--- config.mk ---
export PLATFORM = sky130hd
export DESIGN_NAME = ct_ifu_predecd_refill_wr
export DESIGN_NICKNAME = d
export VERILOG_FILES = /design/src/rtl/ct_ifu_predecd_refill_wr.sv
export SDC_FILE = /design/constraint.sdc
export NUM_CORES = 1
export LEC_CHECK = 0
export CORE_UTILIZATION = 30
export CTS_CLUSTER_DIAMETER = 200
export DETAILED_ROUTE_END_ITERATION = 16
export SYNTH_ARGS = -nofsm -noshare
export SYNTH_HDL_FRONTEND = slang
export SYNTH_SLANG_ARGS = --single-unit
--- constraint.sdc ---
create_clock -name forever_cpuclk -period 2.6 [get_ports forever_cpuclk]
set_clock_uncertainty 0.1 [all_clocks]
set_input_delay 0.26 -clock forever_cpuclk [delete_from_list [all_inputs] [get_ports forever_cpuclk]]
set_output_delay 0.26 -clock forever_cpuclk [all_outputs]
set_load 0.005 [all_outputs]
--- src/rtl/ct_ifu_predecd_refill_wr.sv ---
// Refill-to-predecode writer: predecodes 128-bit refill beats and queues them for the predecode array.
// Optional PREDECD_PARITY_EN widens predecd_din to 33 bits with even parity in bit 32.
module ct_ifu_predecd_refill_wr (
   input  logic          forever_cpuclk,
   input  logic          cpurst,
   input  logic          refill_vld,
   output logic          refill_rdy,
   input  logic          refill_first,
   input  logic [13:0]   refill_index,
   input  logic [127:0]  refill_data,
   input  logic          arb_gnt,
   output logic          predecd_cen_b,
   output logic          predecd_wen_b,
   output logic [15:0]   predecd_index,
`ifdef PREDECD_PARITY_EN
   output logic [32:0]   predecd_din,
`else
   output logic [31:0]   predecd_din,
`endif
   output logic          refill_done,
   output logic          refill_err
);

   typedef enum logic [1:0] {IDLE, FILL, DRAIN} state_e;

   state_e        state_q, state_d;
   logic [13:0]   line_idx_q, line_idx_d;
   logic [1:0]    beat_cnt_q, beat_cnt_d;
   logic          carry_q, carry_d;
   logic          err_q, err_d;
   logic [1:0]    cnt_q, cnt_d;
   logic [15:0]   idx0_q, idx0_d, idx1_q, idx1_d;
   logic [31:0]   din0_q, din0_d, din1_q, din1_d;

   logic [7:0][15:0] hw;
   logic [7:0]       pd_start, pd_is32, pd_br, pd_jr;
   logic [7:0][3:0]  pd_nib;
   logic [31:0]      pd_din;
   logic             carry_new;
   logic             accept, push, pop;
   logic [1:0]       occ;
   logic [15:0]      push_idx;
   logic [31:0]      head_din;

   assign hw = refill_data;

   // Instruction-boundary chain: a 32-bit start consumes the following halfword.
   always_comb begin
      logic [2:0] k, kp;
      pd_start = '0;
      pd_is32  = '0;
      pd_br    = '0;
      pd_jr    = '0;
      pd_nib   = '0;
      k        = '0;
      kp       = '0;
      for (int unsigned i = 0; i < 8; i++) begin
         k  = 3'(i);
         kp = k - 3'd1;
         if (i == 0)
            pd_start[k] = refill_first | ~carry_q;
         else
            pd_start[k] = ~(pd_start[kp] & pd_is32[kp]);
         pd_is32[k] = pd_start[k] & (hw[k][1:0] == 2'b11);
         if (pd_is32[k]) begin
            pd_br[k] = (hw[k][6:0] == 7'b1100011) | (hw[k][6:0] == 7'b1101111);
            pd_jr[k] = (hw[k][6:0] == 7'b1100111);
         end else begin
            pd_br[k] = pd_start[k] & (hw[k][1:0] == 2'b01) & (hw[k][15:13] >= 3'b101);
            pd_jr[k] = pd_start[k] & (hw[k][1:0] == 2'b10) & (hw[k][15:13] == 3'b100)
                       & (hw[k][6:2] == 5'd0) & (hw[k][11:7] != 5'd0);
         end
         pd_nib[k] = {pd_jr[k], pd_br[k], pd_is32[k], pd_start[k]};
      end
   end

   assign pd_din    = pd_nib;
   assign carry_new = pd_start[7] & pd_is32[7];

   assign accept   = refill_vld & refill_rdy;
   assign push     = accept & (refill_first | (state_q == FILL));
   assign pop      = (cnt_q != 2'd0) & arb_gnt;
   assign occ      = cnt_q - {1'b0, pop};
   assign push_idx = refill_first ? {refill_index, 2'b00} : {line_idx_q, beat_cnt_q + 2'd1};

   always_comb begin
      line_idx_d = line_idx_q;
      beat_cnt_d = beat_cnt_q;
      carry_d    = carry_q;
      err_d      = err_q;
      idx0_d     = idx0_q;
      din0_d     = din0_q;
      idx1_d     = idx1_q;
      din1_d     = din1_q;
      if (accept) begin
         if (refill_first) begin
            line_idx_d = refill_index;
            beat_cnt_d = 2'd0;
            carry_d    = carry_new;
            if (state_q == FILL) err_d = 1'b1;
         end else if (state_q == FILL) begin
            beat_cnt_d = beat_cnt_q + 2'd1;
            carry_d    = carry_new;
         end else begin
            err_d = 1'b1;
         end
      end
      // Pop shifts slot 1 forward; the push then lands in the first free slot.
      if (pop) begin
         idx0_d = idx1_q;
         din0_d = din1_q;
      end
      if (push) begin
         if (occ == 2'd0) begin
            idx0_d = push_idx;
            din0_d = pd_din;
         end else begin
            idx1_d = push_idx;
            din1_d = pd_din;
         end
      end
      cnt_d = occ + {1'b0, push};
   end

   always_ff @(posedge forever_cpuclk) begin
      if (cpurst) begin
         state_q    <= IDLE;
         line_idx_q <= '0;
         beat_cnt_q <= '0;
         carry_q    <= 1'b0;
         err_q      <= 1'b0;
         cnt_q      <= '0;
         idx0_q     <= '0;
         din0_q     <= '0;
         idx1_q     <= '0;
         din1_q     <= '0;
      end else begin
         state_q    <= state_d;
         line_idx_q <= line_idx_d;
         beat_cnt_q <= beat_cnt_d;
         carry_q    <= carry_d;
         err_q      <= err_d;
         cnt_q      <= cnt_d;
         idx0_q     <= idx0_d;
         din0_q     <= din0_d;
         idx1_q     <= idx1_d;
         din1_q     <= din1_d;
      end
   end

   always_comb begin
      state_d = state_q;
      case (state_q)
         IDLE:    if (accept & refill_first) state_d = FILL;
         FILL:    if (accept & ~refill_first & (beat_cnt_q == 2'd2)) state_d = DRAIN;
         DRAIN:   if (cnt_d == 2'd0) state_d = IDLE;
         default: state_d = IDLE;
      endcase
   end

   // Outputs are masked by cpurst so nothing is written during the reset cycle.
   always_comb begin
      refill_rdy    = ~cpurst & (state_q != DRAIN) & (cnt_q != 2'd2);
      refill_done   = ~cpurst & (state_q == DRAIN) & (cnt_d == 2'd0);
      refill_err    = ~cpurst & err_q;
      predecd_cen_b = 1'b1;
      predecd_wen_b = 1'b1;
      predecd_index = '0;
      head_din      = '0;
      if (~cpurst & (cnt_q != 2'd0)) begin
         predecd_cen_b = 1'b0;
         predecd_wen_b = 1'b0;
         predecd_index = idx0_q;
         head_din      = din0_q;
      end
   end

`ifdef PREDECD_PARITY_EN
   assign predecd_din = {^head_din, head_din};
`else
   assign predecd_din = head_din;
`endif

endmodule

After elaboration in Yosys (flattened, before gate mapping):

Cells that the tools add are included.

* bits in registers: 118
* input port bits: 147
* output and inout port bits: 53
* word-level logic and storage cells: 247

* add/sub/neg operators: 3
* $lt $le $gt $ge: 8
* equality and inequality tests: 66
* multiplexer cells: 37
* bitwise gates (word level): 97
* reductions and logical operators: 26

Operators with widths (number)
* $eq 7x7->1 const B: 24
* $mux 32: 4
* $mux 16: 5
* $and 1x1->1: 76
* $logic_not 5->1: 8
* $reduce_bool 5->1: 8
* $eq 2x2->1 const B: 18
* $eq 3x3->1 const B: 8
* $ge 3x3->1 const B: 8
* $mux 1: 22
* $eq 2x1->1 const B: 9
* $not 1->1: 11
* $mux 2: 5
* $ne 2x2->1 const B: 5
* $or 1x1->1: 10
* $logic_not 2->1: 3
* $pmux 2 s3: 1
* $reduce_and 2->1: 3
* $reduce_and 3->1: 2
* $ne 2x1->1 const B: 2
* $reduce_bool 2->1: 2
* $add 2x1->2: 1
* $add 2x1->2 const B: 1
* $sub 2x1->2: 1

Logic depth before layout (Yosys ltp):

* depth in word-level cells: 30
* gate-level depth with buffers: 11
* depth with buffers taken out: 9

Worst setup path before layout:

Ideal clock, no wire load.

* path type: register to register
* from: reg cnt_q[0]
* to: reg idx1_q[1]
* setup time: 70 ps
* arrival: 2437 ps
* data required time: 2430 ps
* setup slack: -8 ps
* cell stages (with the launch flop): 12
* path buffers: 3
* period minus slack after synthesis: 2608 ps
* path through: dfxtp_1 > o21ai_1 > clkinv_1 > clkbuf_1 > ha_1 > xnor2_1 > and2_1 > nand2b_1 > clkbuf_1 > clkbuf_1 > nand2_1 > a21oi_1

* word-level cells in the longest chain between the ends: 6
* elaborated cells between the ends (all ways): 10
* classes of those cells: add/sub (1); eq/ne (1); bitwise (5); reduce/logical (3)

Ends and longest elaborated chain
* start, declared: line 31 `logic [1:0] cnt_q, cnt_d;`
* start signal, assigned: line 143 `cnt_q <= cnt_d;`
* $reduce_bool 2->1: line 82 `assign pop = (cnt_q != 2'd0) & arb_gnt;`
* $and 1x1->1: line 82
* $sub 2x1->2: line 83 `assign occ = cnt_q - {1'b0, pop};`
* $logic_not 2->1: line 114 `if (occ == 2'd0) begin`
* $not 1->1 (no source line)
* $reduce_and 2->1 (no source line) *
* end signal, assigned: line 146 `idx1_q <= idx1_d;`
* end, declared: line 32 `logic [15:0] idx0_q, idx0_d, idx1_q, idx1_d;`

Mark *: on every way between the ends. The rest lies on a longest branch, timed or not.
A chain may end at the register's enable or synchronous reset.

Worst setup path in the final report:

* from: reg state_q[0]
* to: reg state_q[1]

* word-level cells in the longest chain between the ends: 9
* elaborated cells between the ends (all ways): 19
* classes of those cells: add/sub (1); eq/ne (6); mux (1); bitwise (8); reduce/logical (3)

Ends and longest elaborated chain
* start, declared: line 26 `state_e state_q, state_d;`
* start signal, assigned: line 138 `state_q <= state_d;`
* $ne 2x2->1: line 163 `refill_rdy = ~cpurst & (state_q != DRAIN) & (cnt_q != 2'd2);`
* $and 1x1->1 (2 in series): line 163
* $and 1x1->1: line 80 `assign accept = refill_vld & refill_rdy;`
* $and 1x1->1 *: line 81 `assign push = accept & (refill_first | (state_q == FILL));`
* net push: line 40 `logic accept, push, pop;`
* $add 2x1->2 *: line 122 `cnt_d = occ + {1'b0, push};`
* $logic_not 2->1 *: line 156 `DRAIN: if (cnt_d == 2'd0) state_d = IDLE;`
* $ne 2x2->1 (no source line) *
* $reduce_and 3->1 (no source line) *

The timed path passes the listed nets; every way through them passes the cells marked *.

==> key figures <==
Outcome
  – Run status: complete, but fails checks
  – Failing checks: setup timing

Die
  – Core ar.: 0.0197 mm^2
  – Die area: 0.0208 mm^2
  – Std-Cell Rows: 51
  – I/O pin cnt: 200
  – Die width: 144 um
  – Die Ht: 144 um
  – Starting density of the core: 30.9%

STA
  – Highest Clock Rate: 0.384 GHz
  – Unrepaired setup endpoints after global routing: true
  – Final WS setup: -0.00118 ns
  – Crit share post-route: 100%
  – Max transition margin: 47.8%
  – Setup violators final: 1
  – Slew Viols, Final: 0
  – Setup TNS: -0.00118 ns
  – Final hold violations: 0
  – Fin crit period: 2.60 ns
  – Worst-Margin Slew: 0.783 ns

Logic synthesis
  – Syn Nets: 862
  – Yosys warning count: 0
  – Sequential fraction of the synthesis area: 38.9%
  – Asr flop ratio synth: 0%
  – Predominant post-synthesis flop cell: dfxtp_1
  – Mean Syn Cell Area: 8.55 um^2
  – Synth unique cells: 50
  – Number of synthesized flops with an enable pin: 0
  – Share of the synthesized area in the top cell type: 38.9%
  – Post-Syn Instances: 711
  – Cell taking the most area after synthesis: dfxtp_1
  – Synthesized area: 0.00608 mm^2
  – Top post-synthesis cells by area: dfxtp_1 39%, mux2i_1 9.7%, a211oi_1 9.5%
  – Synthesis-stage register bit count: 118

Routing
  – Final wirelength: 19.4 mm
  – Via count: 6018
  – Total iterations of the first detailed-routing run: 5
  – Vias per cell: 5.02
  – Wire per inst: 16.2 um
  – Drt drc: 0
  – Initial DRC Count: 299
  – Antenna viol nets, final: 0

Setup path
  – Dominant cell type by count on the critical path: buf_4
  – Max incr delay on CP: 0.32 ns
  – Critical Path Source Type: register
  – Delay-heaviest family, CP: buffers and inverters
  – CP arrival: 2.77 ns
  – Critical Path RT: 2.77 ns
  – Crit Path Max Fanout: 2
  – Slowest stage cell, crit path: dfxtp_2
  – RR Startpoint: state_q[0]
  – Crit. End Element: register
  – Buf/Inv on CP: 7
  – Worst Setup SP: state_q[0]
  – CP Class: register to register
  – Worst-path cell chain: nor2b_4 > inv_2 > ha_2 > nor4_4 > ha_2 > xor2_2 > nand2b_1 > buf_4 > buf_4 > buf_4 > buf_4 > buf_4 > buf_4 > a22oi_2 > nor2_1

GRT
  – Largest net degree at the start of global routing: 68
  – Initial antenna violation count: 1
  – GRT Resource Usage Total: 18.3%
  – Congestion Overflow GR: 0
  – First-pass GRT wire length: 29.0 mm
  – Vias in the first global route: 5610

CTS
  – Max Buffers Root-to-Sink: 2
  – Root Buffer: clkbuf_16
  – Hold-fix buffers, CTS: 0
  – CTS Buf Count: 17
  – CTS H-tree lvls: 4
  – CTS sink cnt: 118
  – Clk_lat worst skew: 0.41 ns
  – Clock transition at the registers of the reported paths: 0.05 ns
  – CTS tree: done

Layout
  – ANT cells: 0
  – Fin nets: 1071
  – Ratio of cells with drive above 1 in the final layout: 13.1%
  – Post-Route Utilization: 47.3%
  – Area growth, synth to finish: 52.9%

Power
  – Total power draw: 0.00721 W
  – Peak VDD IR: 0.000496 V
  – LEAKAGE: 3.55 nW
  – Power per Cell Area: 775 mW/mm^2

Worst hold path
  – Launch point of the worst hold path: din1_q[1]
  – Worst hold path class: register to register

Flow run
  – Max capacitance violation total: 0

Placement
  – GP Congestion: 0.801
  – Port bufs: 191
  – HPWL Detailed: 12.6 mm
## synthesized netlist by cell type (6+ instances only)
| library cell | count |
|---|---|
| a211oi_1 | 77 |
| a21oi_1 | 31 |
| and2_1 | 69 |
| buf_2 | 8 |
| buf_4 | 7 |
| clkbuf_1 | 32 |
| dfxtp_1 | 118 |
| inv_1 | 11 |
| mux2i_1 | 59 |
| nand2_1 | 47 |
| nand2b_1 | 7 |
| nand3_1 | 14 |
| nand4_1 | 7 |
| nand4b_1 | 10 |
| nor2_1 | 90 |
| nor2b_1 | 9 |
| nor3_1 | 14 |
| nor3b_1 | 6 |
| nor4b_1 | 9 |
| o21ai_0 | 9 |
| or4_1 | 9 |
| xor2_1 | 6 |
## worst min-delay path: cells and delay by family (launching register included)
kind / cells / cell delay (ns)
AOI/OAI and AO/OA: 1 / 0.05
DFF: 1 / 0.30
and+or+nand+nor: 1 / 0.05
## flip-flops by register name, indices dropped and copies added (netlist names), 2 cells and up
register    flops
beat_cnt_q      2
cnt_q           2
din0_q         32
din1_q         32
idx0_q         16
idx1_q         16
line_idx_q     14
state_q         2
## metrics by stage
step | cell area [um^2] | hold slack [ns] | std cells | worst slack, ns
after CTS | 9120 | 0.354 | 1194 | 0.0112
after floorplan | 6080 | 0.304 | 711 | 0.0653
final | 9290 | 0.352 | 1198 | -0.00118
after detailed placement | 8420 | 0.346 | 1150 | -0.593
after global routing | 9290 | 0.363 | 1198 | -0.0964
after global placement | 8420 | 0.340 | 1150 | -0.534
## layer usage
metal	track usage, %	vias up	wire, um
li1	-	2995	-
met1	23.3	2842	8680
met2	29.7	158	9270
met3	4.50	23	971
met4	6.59	0	432
met5	0	-	0
## area by class of cell
type	instances	area, um^2
tap	265	332
timing repair buffer	238	2350
fill	1991	10400
sequential	118	2370
multi-input combinational	533	3620
clock buffer	24	482
clock inverter	8	97.6
inverter	12	45.0
## power by group
group | switching, W | total [W] | internal (W)
Clock | 0.000821 | 0.00230 | 0.00148
Sequential | 0.000148 | 0.00225 | 0.00210
Combinational | 0.00137 | 0.00265 | 0.00129
Total | 0.00233 | 0.00721 | 0.00487
## kinds of logic (layout without fill, tap and decap cells)
logic type | count (synthesis) | count (layout) | synth area share, %
AOI/OAI and AO/OA | 149 | 149 | 16.9
xor gates and xnor gates | 10 | 10 | 1.44
adders and majority gates | 4 | 4 | 0.823
buffers and inverters | 63 | 282 | 4.86
DFF | 118 | 118 | 38.9
muxes | 63 | 63 | 10.5
and+or+nand+nor | 304 | 307 | 26.7
## final timing paths
path / end / slack (ns) / cells past startpoint
setup reg to reg: state_q[1] / -0.001 / 15
setup / recovery: state_q[1] / -0.001 / 15
hold / removal: din1_q[1] / 0.35 / 2
hold reg to reg: din1_q[1] / 0.35 / 2
## placed cells by master (no fill, tap or decap), drive strengths merged, types with 10 or more instances in the layout
cell / n
inv: 12
nor2: 93
nand4b: 10
clkbuf: 25
dfxtp: 118
buf: 48
clkdlybuf4s50: 188
a211oi: 78
and2: 69
a21oi: 31
mux2i: 59
nand3: 14
nand2: 48
nor3: 14
o21ai: 12
## repair_timing
item,in CTS,in global routing
gates resized for setup,17,30
gates cloned,3,1
pin swaps,5,3
setup buffers,10,4
setup endpoints to repair,51,49
(Power assumes the default switching activity.)
